`src/rtl/nn_fixed_pkg.sv`:
```
// rtl/nn_fixed_pkg.sv - shared FSM encoding and fixed-point helpers for the sequential dense layer
package nn_fixed_pkg;

    // Run-control FSM encoding (IDLE -> MAC -> OUT -> IDLE)
    localparam logic [1:0] ST_IDLE = 2'd0;
    localparam logic [1:0] ST_MAC  = 2'd1;
    localparam logic [1:0] ST_OUT  = 2'd2;

    // Q-format unit at the default fractional width (0x1000 = 1.0)
    localparam int FRAC_DEFAULT = 12;
    localparam int ONE          = 1 << FRAC_DEFAULT;

    // Widest intermediate the helpers operate on; callers sign-extend into this
    localparam int MAX_W = 128;

    // Full product width plus enough guard bits to sum N_IN products and the bias
    function automatic int acc_width(input int bitsize, input int n_in);
        return 2 * bitsize + $clog2(n_in + 1);
    endfunction

    function automatic logic signed [MAX_W-1:0] relu(input logic signed [MAX_W-1:0] v);
        return (v < 0) ? '0 : v;
    endfunction

    // Clamp to the signed range of a bitsize-wide word
    function automatic logic signed [MAX_W-1:0] saturate(input logic signed [MAX_W-1:0] v,
                                                         input int bitsize);
        logic signed [MAX_W-1:0] hi;
        logic signed [MAX_W-1:0] lo;
        hi = (MAX_W'(1) << (bitsize - 1)) - MAX_W'(1);
        lo = ~hi;
        if (v > hi) begin
            return hi;
        end else if (v < lo) begin
            return lo;
        end else begin
            return v;
        end
    endfunction

endpackage

```
`src/rtl/mac_lane.sv`:
```
// rtl/mac_lane.sv - one output lane: accumulator init/accumulate and shift/relu/saturate finalise
//   clk, reset : clock and asynchronous active-high reset
//   init       : load accumulator with bias << FRAC
//   acc_en     : add w_k * x_k into the accumulator
//   fin        : register the finalised accumulator into y
//   relu_en    : clamp negative results to zero during fin
//   bias/w_k/x_k : signed operands for this lane
//   y          : registered lane result
module mac_lane
    import nn_fixed_pkg::*;
#(
    parameter int BITSIZE = 16,
    parameter int FRAC    = 12,
    parameter int N_IN    = 6
) (
    input  logic               clk,
    input  logic               reset,
    input  logic               init,
    input  logic               acc_en,
    input  logic               fin,
    input  logic               relu_en,
    input  logic [BITSIZE-1:0] bias,
    input  logic [BITSIZE-1:0] w_k,
    input  logic [BITSIZE-1:0] x_k,
    output logic [BITSIZE-1:0] y
);

    localparam int AW = acc_width(BITSIZE, N_IN);
    localparam int PW = 2 * BITSIZE;

    logic [AW-1:0]           acc_q, acc_d;
    logic [BITSIZE-1:0]      y_q, y_d;
    logic signed [PW-1:0]    w_ext, x_ext, prod;
    logic signed [AW-1:0]    shifted;
    logic signed [MAX_W-1:0] wide, clipped;

    always_comb begin
        // Operands widened to the product width so the multiply keeps every bit
        w_ext = {{BITSIZE{w_k[BITSIZE-1]}}, w_k};
        x_ext = {{BITSIZE{x_k[BITSIZE-1]}}, x_k};
        prod  = w_ext * x_ext;

        // Floor toward -inf: arithmetic shift, no rounding
        shifted = $signed(acc_q) >>> FRAC;
        wide    = {{(MAX_W-AW){shifted[AW-1]}}, shifted};
        if (relu_en) begin
            wide = relu(wide);
        end
        clipped = saturate(wide, BITSIZE);

        acc_d = acc_q;
        if (init) begin
            acc_d = {{(AW-BITSIZE){bias[BITSIZE-1]}}, bias} << FRAC;
        end else if (acc_en) begin
            acc_d = acc_q + {{(AW-PW){prod[PW-1]}}, prod};
        end

        y_d = y_q;
        if (fin) begin
            y_d = BITSIZE'(clipped);
        end
    end

    always_ff @(posedge clk or posedge reset) begin
        if (reset) begin
            acc_q <= '0;
            y_q   <= '0;
        end else begin
            acc_q <= acc_d;
            y_q   <= y_d;
        end
    end

    assign y = y_q;

endmodule

```
`src/rtl/dense_layer_seq.sv`:
```
// rtl/dense_layer_seq.sv - sequential fully-connected layer y = act(W*x + b), one MAC lane per output
//   clk, reset : clock and asynchronous active-high reset
//   start      : begin a run (only accepted in IDLE); relu_en latched alongside
//   w, x, b    : packed weight matrix, input vector and bias vector
//   y          : packed registered results
//   busy       : run in progress (MAC or OUT)
//   done       : single-cycle pulse when y has been updated
module dense_layer_seq
    import nn_fixed_pkg::*;
#(
    parameter int BITSIZE = 16,
    parameter int FRAC    = 12,
    parameter int N_IN    = 6,
    parameter int N_OUT   = 2
) (
    input  logic                            clk,
    input  logic                            reset,
    input  logic                            start,
    input  logic                            relu_en,
    input  logic [BITSIZE*N_OUT*N_IN-1:0]   w,
    input  logic [BITSIZE*N_IN-1:0]         x,
    input  logic [BITSIZE*N_OUT-1:0]        b,
    output logic [BITSIZE*N_OUT-1:0]        y,
    output logic                            busy,
    output logic                            done
);

    localparam int KW = (N_IN > 1) ? $clog2(N_IN) : 1;
    localparam logic [KW-1:0] K_LAST = KW'(N_IN - 1);

    logic [1:0]                      state_q, state_d;
    logic [KW-1:0]                   k_q, k_d;
    logic [BITSIZE*N_OUT*N_IN-1:0]   w_q, w_d;
    logic [BITSIZE*N_IN-1:0]         x_q, x_d;
    logic                            relu_q, relu_d;
    logic                            done_q, done_d;
    logic                            lane_init, lane_acc, lane_fin;
    logic [BITSIZE-1:0]              x_k;

    always_comb begin
        state_d   = state_q;
        k_d       = k_q;
        w_d       = w_q;
        x_d       = x_q;
        relu_d    = relu_q;
        done_d    = 1'b0;
        lane_init = 1'b0;
        lane_acc  = 1'b0;
        lane_fin  = 1'b0;
        case (state_q)
            ST_IDLE: begin
                // Bias goes straight from the port into the accumulators here,
                // so only w and x need holding copies for the MAC phase.
                if (start) begin
                    w_d       = w;
                    x_d       = x;
                    relu_d    = relu_en;
                    k_d       = '0;
                    lane_init = 1'b1;
                    state_d   = ST_MAC;
                end
            end
            ST_MAC: begin
                lane_acc = 1'b1;
                if (k_q == K_LAST) begin
                    k_d     = '0;
                    state_d = ST_OUT;
                end else begin
                    k_d = k_q + KW'(1);
                end
            end
            ST_OUT: begin
                lane_fin = 1'b1;
                done_d   = 1'b1;
                state_d  = ST_IDLE;
            end
            default: begin
                state_d = ST_IDLE;
            end
        endcase
    end

    always_ff @(posedge clk or posedge reset) begin
        if (reset) begin
            state_q <= ST_IDLE;
            k_q     <= '0;
            w_q     <= '0;
            x_q     <= '0;
            relu_q  <= 1'b0;
            done_q  <= 1'b0;
        end else begin
            state_q <= state_d;
            k_q     <= k_d;
            w_q     <= w_d;
            x_q     <= x_d;
            relu_q  <= relu_d;
            done_q  <= done_d;
        end
    end

    // Input element k is shared by every lane
    always_comb begin
        x_k = x_q[int'(k_q)*BITSIZE +: BITSIZE];
    end

    for (genvar o = 0; o < N_OUT; o++) begin : g_lane
        logic [BITSIZE-1:0] w_k;

        always_comb begin
            w_k = w_q[(o*N_IN + int'(k_q))*BITSIZE +: BITSIZE];
        end

        mac_lane #(
            .BITSIZE (BITSIZE),
            .FRAC    (FRAC),
            .N_IN    (N_IN)
        ) u_lane (
            .clk     (clk),
            .reset   (reset),
            .init    (lane_init),
            .acc_en  (lane_acc),
            .fin     (lane_fin),
            .relu_en (relu_q),
            .bias    (b[o*BITSIZE +: BITSIZE]),
            .w_k     (w_k),
            .x_k     (x_k),
            .y       (y[o*BITSIZE +: BITSIZE])
        );
    end

    assign busy = (state_q != ST_IDLE);
    assign done = done_q;

endmodule

```
`config.mk`:
```
export PLATFORM = sky130hd
export DESIGN_NAME = dense_layer_seq
export DESIGN_NICKNAME = d
export VERILOG_FILES = /design/src/rtl/nn_fixed_pkg.sv /design/src/rtl/mac_lane.sv /design/src/rtl/dense_layer_seq.sv
export SDC_FILE = /design/constraint.sdc
export NUM_CORES = 2
export LEC_CHECK = 0
export BUFFER_PORTS_ARGS = -buffer_cell sky130_fd_sc_hd__buf_4
export CAP_MARGIN = 20
export CORE_ASPECT_RATIO = 0.7
export CORE_MARGIN = 4
export CORE_UTILIZATION = 56
export DETAILED_ROUTE_END_ITERATION = 10
export PLACE_DENSITY = 0.8
export RECOVER_POWER = 100
export SYNTH_ARGS = -nofsm -noshare
export SYNTH_HDL_FRONTEND = slang
export SYNTH_SLANG_ARGS = --single-unit
```
`constraint.sdc`:
```
create_clock -name clk -period 15.25 [get_ports clk]
set_input_delay 3.8125 -clock clk [delete_from_list [all_inputs] [get_ports clk]]
set_output_delay 3.8125 -clock clk [all_outputs]
set_load 0.005 [all_outputs]
```
Word-level counts from Yosys, hierarchy flattened
Index checks and enable logic that the tools add are counted.

operators by class
  $add $sub $neg = 4
  $mul = 2
  $lt $le $gt $ge = 6
  equality and inequality tests = 5
  shifts and indexed selects = 3
  multiplexer cells = 22
  reduce and logical (&&, ||, !) cells = 7

operators by type and width
  cell                                                                     count
  128-bit two-way mux                                                      4
  128-bit by 16-bit > comparator with 1-bit output, second input constant  2
  128-bit by 16-bit < comparator with 1-bit output, second input constant  2
  192-bit by 8-bit indexed part select with 16-bit output                  1
  192-bit by 9-bit indexed part select with 16-bit output                  1
  35-bit two-way mux                                                       4
  96-bit by 8-bit indexed part select with 16-bit output                   1
  35-bit adder                                                             2
  16-bit by 16-bit multiplier with 32-bit output                           2
  16-bit two-way mux                                                       4
  23-bit by 1-bit < comparator with 1-bit output, second input constant    2
  3-bit two-way mux                                                        2
  3-bit one-hot mux with 2 select lines                                    1
  2-bit AND reduction                                                      3
  2-bit nonzero test                                                       3
  3-bit by 3-bit adder with 4-bit output, first input constant             1
  1-bit two-way mux                                                        4
  2-bit two-way mux                                                        2
  2-bit != test, second input constant                                     2
  2-bit one-hot mux with 2 select lines                                    1
  3-bit by 1-bit adder with 3-bit output, second input constant            1
  3-bit equality test, second input constant                               1
  2-bit by 1-bit equality test with 1-bit output, second input constant    1
  2-bit equality test, second input constant                               1
  2-bit zero test                                                          1

storage, ports and cells
  register bits after elaboration = 397
  bits of input ports = 324
  output and inout port bits = 34

Longest topological paths before layout
  depth after elaboration = 6
  depth in mapped cells = 44
  depth with buffers taken out = 39

Hierarchy
From an unflattened synthesis, not the netlist that was laid out.

second synthesis, totals
  cell total of the unflattened synthesis = 4,017
  area, all modules = 42,579.6 um^2

modules (own cells, without submodules)
  module                       instances  cells each  area an instance (um^2)  seq. area each (um^2)
  dense_layer_seq              1          911         14,988.1                 7,382.1
  mac_lane (g_lane[1].u_lane)  1          1,550       13,830.8                 1,276.2
  mac_lane (g_lane[0].u_lane)  1          1,556       13,760.7                 1,276.2

Least setup slack after synthesis
No wires, ideal clock.

  kind = register -> register
  start = register k_q[0]
  end = register g_lane[0].u_lane.acc_q[33]
  arrival = 9.066 ns
  data required time = 15.120 ns
  slack = 6.054 ns
  cell stages (with the launch flop) = 39
  path buffers = 4
  period minus slack after synthesis = 9.196 ns
  path through = dfrtp_1 > buf_2 > buf_2 > buf_1 > mux2i_1 > nor2_1 > a21oi_1 > clkbuf_1 > nor2_1 > fa_1 > inv_1 > fa_1 > fa_1 > fa_1 > inv_1 > fa_1 > inv_1 > fa_1 > (+3 left out) > or3_1 > o221a_2 > nand3_1 > o21a_1 > o31a_1 > a21oi_1 > xor2_1 > ha_1 > a21o_1 > a21o_1 > a21o_1 > a21o_1 > a21o_1 > a31o_1 > a211o_1 > a21oi_2 > xor2_1 > o21ai_1

on the way
  word-level cells in the longest chain between the ends = 5

ends and longest elaborated chain
  element                                                                                                                                   RTL line                                        source
  from (decl)                                                                                                                               dense_layer_seq.sv:32                           logic [KW-1:0] k_q, k_d;
  from (signal assigned)                                                                                                                    dense_layer_seq.sv:93                           k_q <= k_d;
  192-bit by 8-bit indexed part select with 16-bit output / 96-bit by 8-bit indexed part select with 16-bit output (equally long branches)  dense_layer_seq.sv:110, dense_layer_seq.sv:103
  16-bit by 16-bit multiplier with 32-bit output *                                                                                          mac_lane.sv:41                                  prod = w_ext * x_ext;
  35-bit adder *                                                                                                                            mac_lane.sv:55                                  acc_d = acc_q + {{(AW-PW){prod[PW-1]}}, prod};
  35-bit two-way mux *                                                                                                                      mac_lane.sv:54                                  end else if (acc_en) begin
  35-bit two-way mux *                                                                                                                      mac_lane.sv:52                                  if (init) begin
  to (signal assigned)                                                                                                                      mac_lane.sv:66                                  acc_q <= '0;
  to (signal assigned)                                                                                                                      mac_lane.sv:69                                  acc_q <= acc_d;
  to (decl)                                                                                                                                 mac_lane.sv:31                                  logic [AW-1:0] acc_q, acc_d;

Mark *: on every way between the ends. The rest lies on a longest branch, timed or not. The select of a mux whose other input is x is not followed.
A chain may end at the register's enable or synchronous reset.

Final worst setup path
  start = register k_q[1]
  end = register g_lane[1].u_lane.acc_q[33]

on the way
  word-level cells in the longest chain between the ends = 6

ends and longest elaborated chain
  element                                                  RTL line                source
  3-bit by 3-bit adder with 4-bit output                   dense_layer_seq.sv:110  w_k = w_q[(o*N_IN + int'(k_q))*BITSIZE +: BITSIZE];
  192-bit by 9-bit indexed part select with 16-bit output  dense_layer_seq.sv:110
  16-bit by 16-bit multiplier with 32-bit output *         mac_lane.sv:41
  35-bit adder *                                           mac_lane.sv:55
  35-bit two-way mux *                                     mac_lane.sv:54
  35-bit two-way mux *                                     mac_lane.sv:52
  to (signal assigned)                                     mac_lane.sv:66
  to (signal assigned)                                     mac_lane.sv:69
  to (decl)                                                mac_lane.sv:31

Marks and branches as above.

==> results_dict.tcl <==
set metrics [dict create \
    drc 0 \
    die_h_um 232.7 \
    cpPeakStageDelay_ns 1.60 \
    cp_max_fo 41 \
    synth-async-reset-ratio_pct 100.0 \
    synthFlopType "dfrtp_1" \
    rsz0062_at_grt "false" \
    fmax_ghz 0.07837 \
    crit_top_cell "ha_1" \
    cts_hold_buf 0 \
    drt_iter0_drc 3195 \
    yosysWarningCount 0 \
    setup.worst_path.class "reg -> reg" \
    tns_ns 0 \
    worstMarginPinSlew_ns 5.572 \
    ys_seq_area_share_pct 24.60 \
    dp_hpwl_mm 92.51 \
    drive_above_1_share_pct 10.86 \
    hold_class "reg -> reg" \
    antenna_found_initial 1 \
    finalSetupViolCount 0 \
    crit_arrival_ns 13.27 \
    routedWlPerCell_um 19.85 \
    portBuffers 357 \
    grt_pass1_vias 33380 \
    viasPerCell 5.623 \
    status "finished with violations" \
    cts_buffers 41 \
    finalWirelength_mm 117.7 \
    clk_path_buf_depth 3 \
    synth_area_mm2 0.04038 \
    area_growth_pct 11.95 \
    violations "max-capacitance violations, max-slew violations" \
    synth_area_leaders "fa_1, dfrtp_1, nand2_1, ha_1, inv_1" \
    design.die.area_mm2 0.07654 \
    final-hold-violation-count 0 \
    gp_congestion 1.001 \
    h-tree-depth 2 \
    timing.slew.headroom_pct -273.5 \
    grt_max_degree 177 \
    worstSetupEndpointType "flop" \
    critPathLaunchType "flop" \
    die_x_um 329.0 \
    grt_pass1_wl_mm 187.0 \
    first_pass_iters 7 \
    slew_viol_final 856 \
    coreArea_mm2 0.07151 \
    start_util_pct 56.47 \
    timing.final.crit_share_pct 83.67 \
    timing.final.crit_period_ns 12.76 \
    yosysTopAreaCellShare_pct 26.08 \
    cap_violations 12 \
    ios 358 \
    grt-ovfl-total 0 \
    clkSinkCount 397 \
    synth_top_area_cell "fa_1" \
    synth_seq_cells 397 \
    syn_avg_cell_area_um2 8.603 \
    grt_usage_pct 31.49 \
    cts-resized-gates 0 \
    clkTransAtPathRegs_ns 0.06 \
    nNetsFinal 6022 \
    antenna_left 0 \
    syn-instance-count 4694 \
    synth_cell_types 72 \
    vias 33340 \
    synthesis.nets 5786 \
    post_cts_buffers 0 \
    synth_edf_count 0 \
    cp.required_ns 15.76 \
    skew_ns 0.04376 \
    cp_slowest_cell "dfrtp_1" \
    cts_root_buf "clkbuf_16" \
    tritoncts "built" \
    rows 82 \
    clk_latency_ns 0.63 \
]
-- worst max-delay path: cells and delay by family (launching register included) --
kind | cells | cell delay [ns]
buffers and inverters | 4 | 1.06
flip-flops | 1 | 1.60
XOR/XNOR | 2 | 0.28
AO/OA/AOI/OAI | 12 | 4.33
adder cells (fa/ha/maj) | 8 | 3.13
AND/OR/NAND/NOR | 7 | 2.18
-- cells in the mapped netlist, types with 12 or more instances --
cell	count
nand2_1	1257
inv_1	678
fa_1	526
dfrtp_1	397
nor2_1	384
ha_1	242
a21oi_1	177
clkbuf_1	171
o21ai_0	142
xnor2_1	84
mux2i_1	71
a21o_1	58
nand3_1	46
xor2_1	40
mux4_2	34
nand2b_1	28
nor3_1	22
o21a_1	21
or2_2	21
buf_1	20
o22ai_1	18
a22oi_1	17
mux2_2	17
and3_1	16
o22a_1	15
a31oi_1	14
buf_2	14
o21ai_1	14
nor2b_1	13
a211oi_1	12
and2_1	12
o21bai_1	12
-- cell families after synthesis --
group | count (synthesis) | synth area share (%)
XOR/XNOR | 125 | 2.745
buffers and inverters | 884 | 8.270
AO/OA/AOI/OAI | 557 | 8.456
multiplexers | 122 | 4.130
flip-flops | 397 | 24.60
adder cells (fa/ha/maj) | 768 | 33.57
AND/OR/NAND/NOR | 1841 | 18.22
-- placed cells by master, fill, tap and decap left out, types with 8 or more instances in the layout --
cell       synthesis  routed
a21oi_1          177     171
dfrtp_1          397     396
o22a_1            15      15
nand2b_1          28      27
and3_1            16      16
fa_1             526     526
inv_1            678     677
o21a_1            21      21
nor3_1            22      22
xor2_1            40      40
a22oi_1           17      17
a21o_1            58      58
or2_2             21      21
mux2i_1           71      71
clkbuf_4           0      30
buf_4              1     349
o21bai_1          12      12
nand3_1           46      46
ha_1             242     242
clkbuf_16          0      41
o22ai_1           18      18
mux2_2            17      17
a211oi_1          12      12
nor2_1           384     384
clkbuf_8           0       8
nand4_1           10      10
and2_1            12      11
clkbuf_1         171      29
nand2_1         1257    1257
o21ai_0          142     146
mux4_2            34      34
xnor2_1           84      84
a31oi_1           14      14
nor2b_1           13      12
or3_1             10      10
o21ai_1           14       8
-- flip-flops by register name, summed over array words and instances (netlist names) --
| register | flops |
|---|---|
| relu_q | 1 |
| k_q | 3 |
| state_q | 2 |
| w_q | 192 |
| done | 1 |
| g_lane.u_lane.y | 32 |
| g_lane.u_lane.acc_q | 70 |
| x_q | 96 |
-- path summary, 6_finish.rpt --
kind,start,to,slack [ns],cells past startpoint
max in group asynchronous,reset,x_q[25],5.12,3
setup reg to reg,k_q[1],g_lane[1].u_lane.acc_q[33],2.49,33
min in group asynchronous,reset,x_q[81],4.95,2
hold / removal,w_q[123],w_q[123],0.47,2
setup / recovery,k_q[1],g_lane[1].u_lane.acc_q[33],2.49,33
hold reg to reg,w_q[123],w_q[123],0.47,2
-- metrics by stage --
step	util, %	hold slack [ns]	instance area (um2)	setup slack [ns]	cells
after detailed placement	61.34	0.4568	43870	4.374	5849
after CTS	63.29	0.4726	45260	4.332	5924
after global placement	61.34	0.4518	43870	4.453	5849
final	63.22	0.4698	45210	2.490	5929
after floorplan	-	0.4401	40380	0.3981	4694
after global routing	63.21	0.4861	45200	1.892	5928
-- metal layers --
layer | global-route usage, % | vias to the layer above | share of wire [%]
li1 | - | 15120 | -
met1 | 46.56 | 16320 | 43
met2 | 44.55 | 1679 | 41
met3 | 9.854 | 215 | 12
met4 | 9.327 | 0 | 3.2
met5 | 0 | - | 0
-- final cells by class --
cell class	instances	area [um2]
Antenna cell	1	2.502
Clock buffer	61	1181
Clock inverter	14	210.2
Fill cell	6026	26300
Inverter	678	2546
Multi-Input combinational cell	3413	27140
Sequential cell	397	9938
Tap cell	966	1209
Timing Repair Buffer	399	2977
Power is left out: the tool's default activity adds up to more than one toggle a clock period on the data nets, which glitch-free logic cannot reach.
